## src/rtl/counter_spi_port.sv

```systemverilog
// SPI mode-0 slave giving a host preload/readback access to the 8-bit counter core.
// Pads are synchronized into clk; a frame is one cs_n-low window of WIDTH sclk rises.
module counter_spi_port #(
    parameter int unsigned WIDTH    = 8,
    parameter int unsigned SYNC_STG = 2
) (
    input  logic             clk,
    input  logic             rst,
    input  logic             spi_cs_n,
    input  logic             spi_sclk,
    input  logic             spi_mosi,
    output logic             spi_miso,
    input  logic [WIDTH-1:0] count_in,
    output logic [WIDTH-1:0] load_value,
    output logic             load_valid,
    output logic             frame_err,
    output logic             busy
);

    localparam int unsigned CntW = $clog2(WIDTH + 2);
    localparam logic [CntW-1:0] BitsFull = CntW'(WIDTH);
    localparam logic [CntW-1:0] BitsSat  = CntW'(WIDTH + 1);

    typedef enum logic [1:0] {
        StIdle,
        StShift,
        StDone
    } state_e;

    logic [SYNC_STG-1:0] cs_sync_q, sclk_sync_q, mosi_sync_q;
    logic                cs_hist_q, sclk_hist_q;
    logic                cs_s, sclk_s, mosi_s;
    logic                cs_fall, cs_rise, sclk_rise, sclk_fall;

    state_e              state_q, state_d;
    logic [WIDTH-1:0]    tx_q, tx_d;
    logic [WIDTH-1:0]    rx_q, rx_d;
    logic [CntW-1:0]     bitcnt_q, bitcnt_d;
    logic [WIDTH-1:0]    load_value_q, load_value_d;
    logic                load_valid_q, load_valid_d;
    logic                frame_err_q, frame_err_d;

    assign cs_s   = cs_sync_q[SYNC_STG-1];
    assign sclk_s = sclk_sync_q[SYNC_STG-1];
    assign mosi_s = mosi_sync_q[SYNC_STG-1];

    // Clearing the cs_n chain to 0 means a host already holding cs_n low at reset
    // release produces no falling edge, so no frame starts until a fresh fall.
    assign cs_fall   = cs_hist_q & ~cs_s;
    assign cs_rise   = ~cs_hist_q & cs_s;
    assign sclk_rise = ~sclk_hist_q & sclk_s;
    assign sclk_fall = sclk_hist_q & ~sclk_s;

    always_ff @(posedge clk) begin
        if (rst) begin
            cs_sync_q   <= '0;
            sclk_sync_q <= '0;
            mosi_sync_q <= '0;
            cs_hist_q   <= 1'b0;
            sclk_hist_q <= 1'b0;
        end else begin
            cs_sync_q   <= {cs_sync_q[SYNC_STG-2:0], spi_cs_n};
            sclk_sync_q <= {sclk_sync_q[SYNC_STG-2:0], spi_sclk};
            mosi_sync_q <= {mosi_sync_q[SYNC_STG-2:0], spi_mosi};
            cs_hist_q   <= cs_s;
            sclk_hist_q <= sclk_s;
        end
    end

    always_comb begin
        state_d      = state_q;
        tx_d         = tx_q;
        rx_d         = rx_q;
        bitcnt_d     = bitcnt_q;
        load_value_d = load_value_q;
        load_valid_d = 1'b0;
        frame_err_d  = 1'b0;
        unique case (state_q)
            StIdle: begin
                if (cs_fall) begin
                    tx_d     = count_in;
                    bitcnt_d = '0;
                    state_d  = StShift;
                end
            end
            StShift: begin
                // cs_n rise has priority over any sclk edge detected in the same cycle
                if (cs_rise) begin
                    state_d = StDone;
                end else begin
                    if (sclk_rise) begin
                        rx_d = {rx_q[WIDTH-2:0], mosi_s};
                        if (bitcnt_q != BitsSat) begin
                            bitcnt_d = bitcnt_q + CntW'(1);
                        end
                    end
                    if (sclk_fall) begin
                        tx_d = {tx_q[WIDTH-2:0], 1'b0};
                    end
                end
            end
            StDone: begin
                if (bitcnt_q == BitsFull) begin
                    load_value_d = rx_q;
                    load_valid_d = 1'b1;
                end else begin
                    frame_err_d = 1'b1;
                end
                state_d = StIdle;
            end
            default: state_d = StIdle;
        endcase
    end

    always_ff @(posedge clk) begin
        if (rst) begin
            state_q      <= StIdle;
            tx_q         <= '0;
            rx_q         <= '0;
            bitcnt_q     <= '0;
            load_value_q <= '0;
            load_valid_q <= 1'b0;
            frame_err_q  <= 1'b0;
        end else begin
            state_q      <= state_d;
            tx_q         <= tx_d;
            rx_q         <= rx_d;
            bitcnt_q     <= bitcnt_d;
            load_value_q <= load_value_d;
            load_valid_q <= load_valid_d;
            frame_err_q  <= frame_err_d;
        end
    end

    assign busy       = (state_q == StShift);
    assign spi_miso   = busy ? tx_q[WIDTH-1] : 1'b0;
    assign load_value = load_value_q;
    assign load_valid = load_valid_q;
    assign frame_err  = frame_err_q;

endmodule
```

## config.mk

```make
export PLATFORM = sky130hd
export DESIGN_NAME = counter_spi_port
export DESIGN_NICKNAME = d
export VERILOG_FILES = /design/src/rtl/counter_spi_port.sv
export SDC_FILE = /design/constraint.sdc
export NUM_CORES = 1
export LEC_CHECK = 0
export ABC_CLOCK_PERIOD_IN_PS = 4700
export BUFFER_PORTS_ARGS = -buffer_cell sky130_fd_sc_hd__buf_2
export CAP_MARGIN = 20
export CORE_MARGIN = 1.5
export CORE_UTILIZATION = 40
export DETAILED_ROUTE_END_ITERATION = 16
export GPL_ROUTABILITY_DRIVEN = 1
export PLACE_DENSITY = 0.65
export RECOVER_POWER = 25
export SYNTH_ARGS = -nofsm -noshare
export SYNTH_HDL_FRONTEND = slang
export SYNTH_SLANG_ARGS = --single-unit
```

## constraint.sdc

```tcl
create_clock -name clk -period 4.7 [get_ports clk]
set_input_delay 0.235 -clock clk [delete_from_list [all_inputs] [get_ports clk]]
set_output_delay 0.235 -clock clk [all_outputs]
set_load 0.02 [all_outputs]
```

==> results.md, run 1 <==
- Status: finished with violations
- Violated checks: max-capacitance violations, max-slew violations
- Number of antenna violations at the first check in global routing: 0
- Starting density of the core: 0.428
- Classification of the worst setup path: input port to register
- Area of the mapped netlist: between 1500 and 2000 µm²
- Max Buffers Root-to-Sink: 2
- Number of buffers inserted for hold repair after clock tree synthesis: 0
- Count of boundary I/O pins: 25
- Final non-filler cell total: around 220
- FF+latch area: about 800 µm²
- Setup-violating endpoint count in the final report: 0
- Worst hold path type: input port to register
- Gates resized, CTS repair: 0
- Unique masters post-synth: 34
- Synthesized area divided by synthesized cell count: 10.7 µm²
- Endpoints failing hold: 0
- Post-synth net total: ~170
- Final sum of negative setup slack: 0 ns
- Power density relative to cell area: ~330 nW/µm²
- 1st-pass router iterations: 4
- Unrepaired setup endpoints after global routing: no
- Top cells by instance count after synthesis: sky130_fd_sc_hd__dfxtp_1 (40), sky130_fd_sc_hd__nor2_1 (29), sky130_fd_sc_hd__mux2i_1 (23)
- Area added between synthesis and finish: 14.7%
- Top-area cell type share of the netlist area: 0.499
- Global-route wire length before repair: approximately 4700 µm
- Share of flip-flops with an asynchronous set or reset after synthesis: 0
- Clock latency of the later-clocked register in the worst-skew pair: 0.28 ns
- TritonCTS clock tree: done
- Transition time at the pin with the least slew margin: ~1.7 ns
- Clock slew at reported path FFs: roughly 0.07 ns
- Clock net sink count: 40
- Area leader, netlist: sky130_fd_sc_hd__dfxtp_1
- Total number of placement rows: 22
- Share of the cycle needed by the critical path after routing: 0.366
- DRC violation count after routing: 0
- First DRT Iteration DRCs: between 60 and 70
- Count of nets left with antenna violations after detail routing: 0
- Wirelength, routed: 2810 µm
- Commonest register cell after synthesis: sky130_fd_sc_hd__dfxtp_1
- Die width: 66.3 µm
- Static leakage: 0.816 nW
- Diode count: 0
- Multi-input combinational cell area: 751 µm²
- Setup clock skew after layout: 0.00646 ns
- Total number of nets in the final design: 191
- Via density: 4.94
- CTS H-tree lvls: 2
- GRT Residual Overflow: 0
- Final min period: around 1.7 ns
- Seq/Total Area, Yosys: 0.499
- FF+latch count, synth: 40
- Leading cell types by total area after synthesis: sky130_fd_sc_hd__dfxtp_1 (50%), sky130_fd_sc_hd__mux2i_1 (14%), sky130_fd_sc_hd__nor2_1 (6.8%), sky130_fd_sc_hd__mux2_2 (4.9%), sky130_fd_sc_hd__nor2b_1 (3.5%)
- HPWL after detailed placement: approximately 2000 µm
- Worst hold slack: ~0.16 ns
- Number of buffer cells added on primary ports: 24
- Die area: approximately 4400 µm²
- Yosys warning count: 0
- Startpoint class of the critical path: input port
- Routability congestion estimate from global placement: around 0.7
- Final instance area: approximately 1800 µm²
- Final-report max-slew violation count: 43
- Worst-path fanout max: 42
- Number of violations of the max-capacitance limit: 1
- Via count of the first global-routing pass: ~1.1k
- Max rail drop VDD: just under 0.2 mV
- Clock tree root driver cell: sky130_fd_sc_hd__clkbuf_8
- Count of flip-flops with a built-in enable after synthesis: 0
- Most common cell in the synthesized netlist: sky130_fd_sc_hd__dfxtp_1
- Height of the die: ~66 µm
- Proportion of layout cells with a drive suffix above 1: 0.227
- Required time reported for the critical path endpoint: about 4.9 ns
- Pin count of the biggest net entering global routing: 43
- Total via count after detailed routing: about 1.1k
- Number of setup buffers added after CTS: 0
- Cell count after synthesis: 150
- Combined global-route utilization of all metal layers: 0.141
- Max_slew headroom: -0.152
- Core box area: between 3000 and 4000 µm²
- Arrival time at the worst endpoint: approximately 1.9 ns
- Top achievable clock speed: around 580 MHz
- Sort of element at the end of the critical path: register
- Fill count: between 300 and 400
- Routed wire length per instance: between 10 and 15 µm
- Placement Cell Area: around 1800 µm²
- TritonCTS Buffers: 5
- Inst Count DP: ~220
-- cell usage in the layout (no fill, tap or decap), types with 3 or more instances in the layout --
cell,Yosys,layout
sky130_fd_sc_hd__mux2_2,7,7
sky130_fd_sc_hd__nor2_1,29,29
sky130_fd_sc_hd__buf_2,1,19
sky130_fd_sc_hd__inv_1,4,4
sky130_fd_sc_hd__clkbuf_1,4,5
sky130_fd_sc_hd__mux2i_1,23,23
sky130_fd_sc_hd__nor2b_1,9,9
sky130_fd_sc_hd__ha_1,3,3
sky130_fd_sc_hd__dfxtp_1,40,40
sky130_fd_sc_hd__clkbuf_8,0,6
-- flip-flops by register name (all words and copies together) (netlist names) --
signal and flops:
tx_q 8, rx_q 8, mosi_sync_q 2, cs_hist_q 1
state_q 2, sclk_hist_q 1, load_valid 1, load_value 8
cs_sync_q 2, bitcnt_q 4, sclk_sync_q 2, frame_err 1
-- stage by stage --
stage | utilization | total power [mW] | setup slack (ns)
finish | 0.491 | 0.602 | 2.98
global route | 0.491 | 0.631 | 2.79
global placement | 0.468 | 0.382 | 3.14
detailed placement | 0.468 | 0.383 | 3.08
CTS | 0.493 | 0.609 | 3.01
floorplan | - | 0.374 | 3.24
-- worst paths after layout --
kind	startpoint	end	slack, ns	depth (start not counted)
worst max-delay path	rst	bitcnt_q[1]$_SDFFE_PP0P_	2.98	3
worst min-delay path	spi_sclk	sclk_sync_q[0]$_SDFF_PP0_	0.16	2
worst max register to register	state_q[0]$_SDFFE_PP0P_	tx_q[6]$_SDFFE_PP0P_	3.04	5
worst min register to register	sclk_sync_q[0]$_SDFF_PP0_	sclk_sync_q[1]$_SDFF_PP0_	0.44	1
-- final cells by class --
| cell class | instances | share of cell area |
|---|---|---|
| Inverter | 5 | 0.0116 |
| Tap cell | 48 | 0.0327 |
| Timing Repair Buffer | 24 | 0.0619 |
| Sequential cell | 40 | 0.435 |
| Clock buffer | 6 | 0.0449 |
| Clock inverter | 2 | 0.00544 |
| Multi-Input combinational cell | 99 | 0.408 |
-- cell families after synthesis --
| logic type | Yosys count | synth area share |
|---|---|---|
| AOI/OAI and AO/OA | 9 | 0.0538 |
| adders and majority gates | 3 | 0.0234 |
| buffers and inverters | 11 | 0.0328 |
| DFF | 40 | 0.499 |
| muxes | 30 | 0.193 |
| and+or+nand+nor | 57 | 0.198 |
-- power breakdown --
group          switching [mW]  internal [mW]
Clock                   0.110          0.117
Combinational          0.0158         0.0135
Sequential            0.00220          0.343
-- metal layers --
metal	part of all wire	up-vias	GRT usage
met5	0	-	0
met2	0.50	27	0.246
met1	0.45	515	0.158
met3	0.044	4	0.0409
met4	0.010	0	0.0612
li1	-	561	-
-- critical path, stage by stage --
cell                       delay (ns)
sky130_fd_sc_hd__clkbuf_1        1.22
sky130_fd_sc_hd__nor3b_4         0.13
sky130_fd_sc_hd__a32o_1          0.31
(Power assumes the default switching activity.)
==> run 2, diff against run 1 <==
--- a/config.mk
+++ b/config.mk
@@ -5,14 +5,14 @@
 export SDC_FILE = /design/constraint.sdc
 export NUM_CORES = 1
 export LEC_CHECK = 0
-export ABC_CLOCK_PERIOD_IN_PS = 4700
+export ABC_CLOCK_PERIOD_IN_PS = 1400
 export BUFFER_PORTS_ARGS = -buffer_cell sky130_fd_sc_hd__buf_2
 export CAP_MARGIN = 20
 export CORE_MARGIN = 1.5
 export CORE_UTILIZATION = 40
 export DETAILED_ROUTE_END_ITERATION = 16
 export GPL_ROUTABILITY_DRIVEN = 1
-export PLACE_DENSITY = 0.65
+export PLACE_DENSITY = 0.67
 export RECOVER_POWER = 25
 export SYNTH_ARGS = -nofsm -noshare
 export SYNTH_HDL_FRONTEND = slang
==> constraint.sdc (replaced) <==
create_clock -name clk -period 1.4 [get_ports clk]
set_input_delay 0.07 -clock clk [delete_from_list [all_inputs] [get_ports clk]]
set_output_delay 0.07 -clock clk [all_outputs]
set_load 0.02 [all_outputs]
==> run 2 against run 1 <==
Effect of this change: the flow finishes with violations (negative setup slack); worst setup slack lost 3.0 ns; first-iteration DRC count shrank 19%; non-clock buffer count is 26 higher; critical path depth rose by 2; wire length is 12% higher; register-to-register slack lost 3.1 ns; worst hold slack worse by 0.10 ns; critical endpoint is now spi_miso; highest routed layer unchanged.
==> results.md, run 2 (synthesis gave the netlist of run 1 again) <==
- Status: finished with violations (unchanged)
- Violated checks: negative setup slack (was max-capacitance violations, max-slew violations)
- Setup slack after layout: -0.0373 ns (was 2.98 ns)
- Total via count after detailed routing: 1221 (was 1107)
- Starting density of the core: 0.428 (unchanged)
- Die area: 4400 µm² (unchanged)
- Multi-input combinational cell area: 793 µm² (was 751 µm²)
- Clock tree root driver cell: sky130_fd_sc_hd__clkbuf_8 (unchanged)
- Final instance area: 2140 µm² (was 1840 µm²)
- Cell-by-cell listing of the critical path: or2b_4 -> inv_4 -> buf_4 -> and2_4 -> buf_6 (was clkbuf_1 -> nor3b_4 -> a32o_1)
- Cell type of the slowest stage on the worst timing path: sky130_fd_sc_hd__dfxtp_2 (was sky130_fd_sc_hd__clkbuf_1)
- Static leakage: 0.988 nW (was 0.816 nW)
- Unrepaired setup endpoints after global routing: yes (was no)
- Clock net sink count: 40 (unchanged)
- Highest-count cells in the layout ignoring fill and taps: sky130_fd_sc_hd__dfxtp_1 (35), sky130_fd_sc_hd__nor2_1 (29), sky130_fd_sc_hd__mux2i_1 (23) (was sky130_fd_sc_hd__dfxtp_1 (40), sky130_fd_sc_hd__nor2_1 (29), sky130_fd_sc_hd__mux2i_1 (23))
- Worst-path fanout max: 5 (was 42)
- Final-report max-slew violation count: 0 (was 43)
- Routed wire length per instance: 12.5 µm (was 12.6 µm)
- TritonCTS clock tree: done (unchanged)
- Final min period: roughly 1.4 ns
- Number of buffer cells added on primary ports: 24 (unchanged)
- Most frequent standard cell in the layout excluding fill and tap cells: sky130_fd_sc_hd__dfxtp_1 (unchanged)
- Setup-violating endpoint count in the final report: 4 (was 0)
- Placement Cell Area: 1900 µm² (was 1750 µm²)
- Arrival time at the worst endpoint: 1.37 ns (was 1.90 ns)
- Logic depth of the worst register-to-register path: 5 (unchanged)
- R2r setup slk: -0.03 ns (was 3.04 ns)
- Die width: 66.3 µm (unchanged)
- Routability congestion estimate from global placement: 0.829 (was 0.699)
- TritonCTS Buffers: 5 (unchanged)
- Fill count: 367 (was 368)
- Number of violations of the max-capacitance limit: 0 (was 1)
- Clock slew at reported path FFs: 0.08 ns (was 0.07 ns)
- Classification of the worst setup path: register to output pin (was input port to register)
- Via count of the first global-routing pass: 1196 (was 1063)
- Transition time at the pin with the least slew margin: 0.439 ns (was 1.73 ns)
- Setup slack at placement: -0.0826 ns (was 3.08 ns)
- Power density relative to cell area: 1050 nW/µm² (was 327 nW/µm²)
- GRT Residual Overflow: 0 (unchanged)
- Setup clock skew after layout: 0.00946 ns (was 0.00646 ns)
- Sort of element at the end of the critical path: output pin (was register)
- Inst Count DP: 234 (was 216)
- Total number of nets in the final design: 218 (was 191)
- Max Buffers Root-to-Sink: 2 (unchanged)
- Hold depth: 3 (was 2)
- Core box area: 3740 µm² (unchanged)
- Diode count: 0 (unchanged)
- Total Power Consumption: 2.24 mW (was 0.602 mW)
- Via density: 4.86 (was 4.94)
- Startpoint class of the critical path: register (was input port)
- Height of the die: 66.3 µm (unchanged)
- Count of boundary I/O pins: 25 (unchanged)
- Max rail drop VDD: 0.771 mV (was 0.196 mV)
- Number of antenna violations at the first check in global routing: 0 (unchanged)
- First DRT Iteration DRCs: 52 (was 64)
- Worst hold path type: input port to register (unchanged)
- Max_slew headroom: 0.706 (was -0.152)
- Combined global-route utilization of all metal layers: 0.163 (was 0.141)
- 1st-pass router iterations: 4 (unchanged)
- Top achievable clock speed: between 600 and 700 MHz
- Area added between synthesis and finish: 33.5% (was 14.7%)
- Total number of placement rows: 22 (unchanged)
- Share of the cycle needed by the critical path after routing: 1.03
- CTS H-tree lvls: 2 (unchanged)
- Count of nets left with antenna violations after detail routing: 0 (unchanged)
- HPWL after detailed placement: 2100 µm (was 1960 µm)
- DRC violation count after routing: 0 (unchanged)
- Final non-filler cell total: 251 (was 224)
- FF+latch area: 807 µm² (was 801 µm²)
- Peak per-stage delay on the critical path: 0.34 ns (was 1.22 ns)
- Required time reported for the critical path endpoint: 1.33 ns (was 4.88 ns)
- Proportion of layout cells with a drive suffix above 1: 0.404 (was 0.227)
- Clock latency of the later-clocked register in the worst-skew pair: 0.30 ns (was 0.28 ns)
- Wirelength, routed: 3150 µm (was 2810 µm)
- Pin count of the biggest net entering global routing: 26 (was 43)
- Endpoints failing hold: 0 (unchanged)
- Global-route wire length before repair: 5290 µm (was 4680 µm)
run 2: changes by cell type in the layout (fill, tap and decap cells not counted), sizes merged:
cell         previous run  this run
clkbuf                 11         5
clkinvlp                0         1
dlygate4sd3             0         3
buf                    19        47
and3b                   2         3
bufinv                  0         1
clkinv                  2         1
run 2: what timing repair did:
action / 4_1_cts / 5_1_grt
gates resized for setup: 8 / 10
buffers inserted: 4 / 1
pin swaps: 4 / 6
endpoints found under the hold margin: 3 / 0
setup endpoints to repair: 22 / 28
hold buffers: 3 / 0
cloned: 1 / 0
run 2: per-layer routing:
metal | GRT usage | wire length [µm]
met5 | 0 | 0
met4 | 0.0689 | 87
met3 | 0.0613 | 155
met2 | 0.276 | 1540
met1 | 0.182 | 1360
run 2: path summary, 6_finish.rpt:
kind                               end                 startpoint
max                           spi_miso    state_q[1]$_SDFFE_PP0P_
min               tx_q[0]$_SDFFE_PP0P_                count_in[0]
max reg2reg   bitcnt_q[3]$_SDFFE_PP0P_    state_q[1]$_SDFFE_PP0P_
min reg2reg  sclk_sync_q[1]$_SDFF_PP0_  sclk_sync_q[0]$_SDFF_PP0_
run 2: metrics by stage:
stage	TNS [ns]	utilization	hold WS, ns
floorplan	0	-	0.198
global placement	-0.0243	0.506	0.284
detailed placement	-0.912	0.506	0.288
CTS	-0.203	0.561	0.0422
global route	-0.979	0.572	0.0781
finish	-0.0810	0.572	0.0554
run 2: final cells by class:
class,instances,area share
Multi-Input combinational cell,100,0.371
Clock inverter,3,0.0199
Sequential cell,40,0.377
Clock buffer,5,0.0321
Timing Repair Buffer,50,0.162
Inverter,5,0.00994
Tap cell,48,0.0281
run 2: power by group:
group          internal (mW)  switching (mW)
clock network          0.527           0.413
registers               1.15         0.00738
logic                 0.0755          0.0619
run 2: worst max-delay path: cells and delay by family, from the launching register on:
kind / cells / cell delay, ns
and+or+nand+nor: 2 / 0.41
DFF: 1 / 0.34
buffers and inverters: 3 / 0.32
==> run 3, diff against run 2 <==
--- a/config.mk
+++ b/config.mk
@@ -5,6 +5,7 @@
 export SDC_FILE = /design/constraint.sdc
 export NUM_CORES = 1
 export LEC_CHECK = 0
+export ABC_AREA = 1
 export ABC_CLOCK_PERIOD_IN_PS = 1400
 export BUFFER_PORTS_ARGS = -buffer_cell sky130_fd_sc_hd__buf_2
 export CAP_MARGIN = 20
==> run 3 against run 2 <==
Effect of this change: non-clock buffer count decreased by 14; wire length decreased by 5.7%; clock power decreased by 16%; sequential cell count unchanged; area after synthesis about the same; combinational power increased by 12%; core utilization decreased by 5.1 points; sequential share of layout area increased by 3.5 points; cell count increased by 19%; maximum frequency increased by 11%; largest cell class unchanged; the flow now finishes without violations; global-route usage decreased by 0.79 points; synthesized cell count increased by 43%.
==> results.md, run 3 <==
- Commonest register cell after synthesis: sky130_fd_sc_hd__dfxtp_1 (unchanged)
- Wirelength, routed: 2970 µm (was 3150 µm)
- HPWL after detailed placement: 2060 µm (was 2100 µm)
- Endpoints failing hold: 0 (unchanged)
- Setup-violating endpoint count in the final report: 0 (was 4)
- Multi-input combinational cell area: 664 µm² (was 793 µm²)
- Global-route wire length before repair: 5140 µm (was 5290 µm)
- Cell count after synthesis: 215 (was 150)
- Count of nets left with antenna violations after detail routing: 0 (unchanged)
- Status: complete, no violations (was finished with violations)
- Setup slack at placement: 0.0557 ns (was -0.0826 ns)
- Setup slack after layout: 0.103 ns (was -0.0373 ns)
- Placement Cell Area: 1790 µm² (was 1900 µm²)
- Max rail drop VDD: 0.773 mV (was 0.771 mV)
- Sort of element at the end of the critical path: output pin (unchanged)
- Switching portion of total power: 0.232 (was 0.215)
- Top-area cell type share of the netlist area: 0.499 (about the same)
- Max Buffers Root-to-Sink: 2 (unchanged)
- Transition time at the pin with the least slew margin: 0.249 ns (was 0.439 ns)
- Hold depth: 5 (was 3)
- GRT Residual Overflow: 0 (unchanged)
- Final sum of negative setup slack: 0 ns (was -0.0810 ns)
- Total number of nets in the final design: 265 (was 218)
- Critical R2R Launch: bitcnt_q[0]$_SDFFE_PP0P_ (was state_q[1]$_SDFFE_PP0P_)
- Via count of the first global-routing pass: 1214 (was 1196)
- Logic depth of the worst register-to-register path: 7 (was 5)
- Clock slew at reported path FFs: 0.08 ns (about the same)
- Most frequent standard cell in the layout excluding fill and tap cells: sky130_fd_sc_hd__nand2_1 (was sky130_fd_sc_hd__dfxtp_1)
- Share of the cycle needed by the critical path after routing: 0.927 (was 1.03)
- Worst-path fanout max: 11 (was 5)
- Routed wire length per instance: 9.96 µm (was 12.5 µm)
- FF+latch count, synth: 40 (unchanged)
- Combined global-route utilization of all metal layers: 0.155 (was 0.163)
- Core box area: 3740 µm² (unchanged)
- Final non-filler cell total: 298 (was 251)
- Startpoint class of the critical path: register (unchanged)
- Via density: 4.53 (was 4.86)
- 1st-pass router iterations: 4 (unchanged)
- Share of flip-flops with an asynchronous set or reset after synthesis: 0 (unchanged)
- Post-synth net total: 231 (was 166)
- Switching Power: 0.491 mW (was 0.482 mW)
- FF+latch area: 803 µm² (was 807 µm²)
- Diode count: 0 (unchanged)
- Fill count: 407 (was 367)
- Arrival time at the worst endpoint: 1.23 ns (was 1.37 ns)
- Total number of placement rows: 22 (unchanged)
- Inst Count DP: 286 (was 234)
- Unrepaired setup endpoints after global routing: yes (unchanged)
- Worst hold path startpoint: count_in[0] (unchanged)
- Die width: 66.4 µm (was 66.3 µm)
- Yosys warning count: 0 (unchanged)
- Final instance area: 1950 µm² (was 2140 µm²)
- CTS H-tree lvls: 2 (unchanged)
- Area leader, netlist: sky130_fd_sc_hd__dfxtp_1 (unchanged)
- Count of boundary I/O pins: 25 (unchanged)
- Clock latency of the later-clocked register in the worst-skew pair: 0.29 ns (was 0.30 ns)
- Most common cell in the synthesized netlist: sky130_fd_sc_hd__nand2_1 (was sky130_fd_sc_hd__dfxtp_1)
- Static leakage: 0.833 nW (was 0.988 nW)
- Share of power burned in the clock network: 0.372 (was 0.420)
- First DRT Iteration DRCs: 90 (was 52)
- Area added between synthesis and finish: 21.4% (was 33.5%)
- Leading cell types by total area after synthesis: sky130_fd_sc_hd__dfxtp_1 (50%), sky130_fd_sc_hd__nand2_1 (12%), sky130_fd_sc_hd__a21oi_1 (8.1%), sky130_fd_sc_hd__inv_1 (6.1%), sky130_fd_sc_hd__nor2_1 (5.1%) (was sky130_fd_sc_hd__dfxtp_1 (50%), sky130_fd_sc_hd__mux2i_1 (14%), sky130_fd_sc_hd__nor2_1 (6.8%), sky130_fd_sc_hd__mux2_2 (4.9%), sky130_fd_sc_hd__nor2b_1 (3.5%))
- Height of the die: 66.4 µm (was 66.3 µm)
- DRC violation count after routing: 0 (unchanged)
- Count of flip-flops with a built-in enable after synthesis: 0 (unchanged)
- TritonCTS Buffers: 5 (unchanged)
- Total via count after detailed routing: 1351 (was 1221)
- Number of antenna violations at the first check in global routing: 0 (unchanged)
- Final-report max-slew violation count: 0 (unchanged)
- Worst hold path type: input port to register (unchanged)
- Power density relative to cell area: 1090 nW/µm² (was 1050 nW/µm²)
- Starting density of the core: 0.429 (was 0.428)
- Unique masters post-synth: 17 (was 34)
- Internal power summed over all cells: 1.63 mW (was 1.76 mW)
- Top achievable clock speed: 771 MHz (was 696 MHz)
- TritonCTS clock tree: done (unchanged)
- Seq/Total Area, Yosys: 0.499 (about the same)
- Setup clock skew after layout: 0.00634 ns (was 0.00946 ns)
- Die area: 4400 µm² (about the same)
- Capture instance of the worst register-to-register path: load_value[6]$_SDFFE_PP0P_ (was bitcnt_q[3]$_SDFFE_PP0P_)
- Synthesized area divided by synthesized cell count: 7.47 µm² (was 10.7 µm²)
- Clock net sink count: 40 (unchanged)
- R2r setup slk: 0.12 ns (was -0.03 ns)
- Max_slew headroom: 0.834 (was 0.706)
- Proportion of layout cells with a drive suffix above 1: 0.192 (was 0.404)
- Number of buffer cells added on primary ports: 24 (unchanged)
- Top cells by instance count after synthesis: sky130_fd_sc_hd__nand2_1 (50), sky130_fd_sc_hd__dfxtp_1 (40), sky130_fd_sc_hd__a21oi_1 (26), sky130_fd_sc_hd__inv_1 (26), sky130_fd_sc_hd__nor2_1 (22) (was sky130_fd_sc_hd__dfxtp_1 (40), sky130_fd_sc_hd__nor2_1 (29), sky130_fd_sc_hd__mux2i_1 (23))
- Sequential cell fraction of total power: 0.555 (was 0.518)
- Highest-count cells in the layout ignoring fill and taps: sky130_fd_sc_hd__nand2_1 (47), sky130_fd_sc_hd__dfxtp_1 (38), sky130_fd_sc_hd__inv_1 (26), sky130_fd_sc_hd__a21oi_1 (26), sky130_fd_sc_hd__nor2_1 (22) (was sky130_fd_sc_hd__dfxtp_1 (35), sky130_fd_sc_hd__nor2_1 (29), sky130_fd_sc_hd__mux2i_1 (23))
- Routability congestion estimate from global placement: 0.779 (was 0.829)
- Clock tree root driver cell: sky130_fd_sc_hd__clkbuf_8 (unchanged)
- Pin count of the biggest net entering global routing: 20 (was 26)
- Number of violations of the max-capacitance limit: 0 (unchanged)
- Gate power share: 0.073 (was 0.061)
- Area of the mapped netlist: 1610 µm² (was 1600 µm²)
- Hold-critical path endpoint: tx_q[0]$_SDFFE_PP0P_ (unchanged)
- Final min period: 1.30 ns (was 1.44 ns)
- Required time reported for the critical path endpoint: 1.33 ns (about the same)
- Classification of the worst setup path: register to output pin (unchanged)
- Worst hold slack: 0.117 ns (was 0.0554 ns)
run 3: changes by cell type after synthesis, sizes merged, moves of 5 or more:
| cell | previous run | this run |
|---|---|---|
| nor2 | 29 | 24 |
| nor2b | 9 | 0 |
| mux2i | 23 | 0 |
| mux2 | 7 | 0 |
| nand2 | 1 | 52 |
| a21oi | 2 | 26 |
| inv | 5 | 27 |
| nand3 | 3 | 16 |
| o21ai | 1 | 16 |
run 3: cell families (layout without fill, tap and decap cells):
logic type | after synthesis | after routing | share of synthesized area
buf+inv | 36 | 71 | 0.0998
fa+ha+maj | 3 | 3 | 0.0234
simple gates | 93 | 93 | 0.243
flops | 40 | 40 | 0.499
compound gates | 43 | 43 | 0.135
run 3: area by class of cell:
cell class,count,area share
Clock buffer,7,0.0443
Clock inverter,1,0.00385
Inverter,27,0.0520
Multi-Input combinational cell,139,0.341
Sequential cell,40,0.412
Tap cell,48,0.0308
Timing Repair Buffer,36,0.116
run 3: repair_timing:
action,in CTS,in global routing
hold buffers,3,0
setup buffers,0,1
pin swaps,0,1
setup endpoints to repair,1,12
endpoints found under the hold margin,3,0
cloned,0,0
gates resized for setup,1,7
run 3: worst max path at each step:
| stage | end | slack, ns | from | cells past startpoint |
|---|---|---|---|---|
| after detailed placement | load_value[6]$_SDFFE_PP0P_ | 0.06 | bitcnt_q[0]$_SDFFE_PP0P_ | 6 |
| after global routing | load_value[6]$_SDFFE_PP0P_ | -0.008 | bitcnt_q[0]$_SDFFE_PP0P_ | 7 |
| final | spi_miso | 0.10 | state_q[1]$_SDFFE_PP0P_ | 4 |
| after CTS | load_value[6]$_SDFFE_PP0P_ | 0.04 | bitcnt_q[0]$_SDFFE_PP0P_ | 6 |
| after floorplan | load_value[6]$_SDFFE_PP0P_ | 0.16 | bitcnt_q[0]$_SDFFE_PP0P_ | 7 |
| after global placement | load_value[7]$_SDFFE_PP0P_ | 0.14 | bitcnt_q[0]$_SDFFE_PP0P_ | 6 |
run 3: worst max-delay path, stage by stage, from the launching register on:
cell and delay [ns]:
sky130_fd_sc_hd__dfxtp_1 0.42, sky130_fd_sc_hd__inv_1 0.11, sky130_fd_sc_hd__nand2_2 0.18, sky130_fd_sc_hd__nor2_1 0.06
sky130_fd_sc_hd__buf_2 0.16
run 3: through the flow:
stage	total power, mW	util
finish	2.12	0.520
floorplan	1.30	-
global route	2.22	0.520
CTS	2.14	0.511
detailed placement	1.35	0.477
global placement	1.34	0.477
run 3: metal layers:
metal / part of all wire / track usage
met5: 0 / 0
met4: 0.012 / 0.0459
met3: 0.046 / 0.0664
met2: 0.43 / 0.245
met1: 0.51 / 0.191
run 3: power by group through the flow:
stage	clock (mW)	sequential (mW)	combinational, mW
finish	0.789	1.18	0.154
floorplan	0	1.20	0.101
CTS	0.812	1.18	0.151
global route	0.861	1.18	0.176
detailed placement	0	1.20	0.144
global placement	0	1.20	0.141
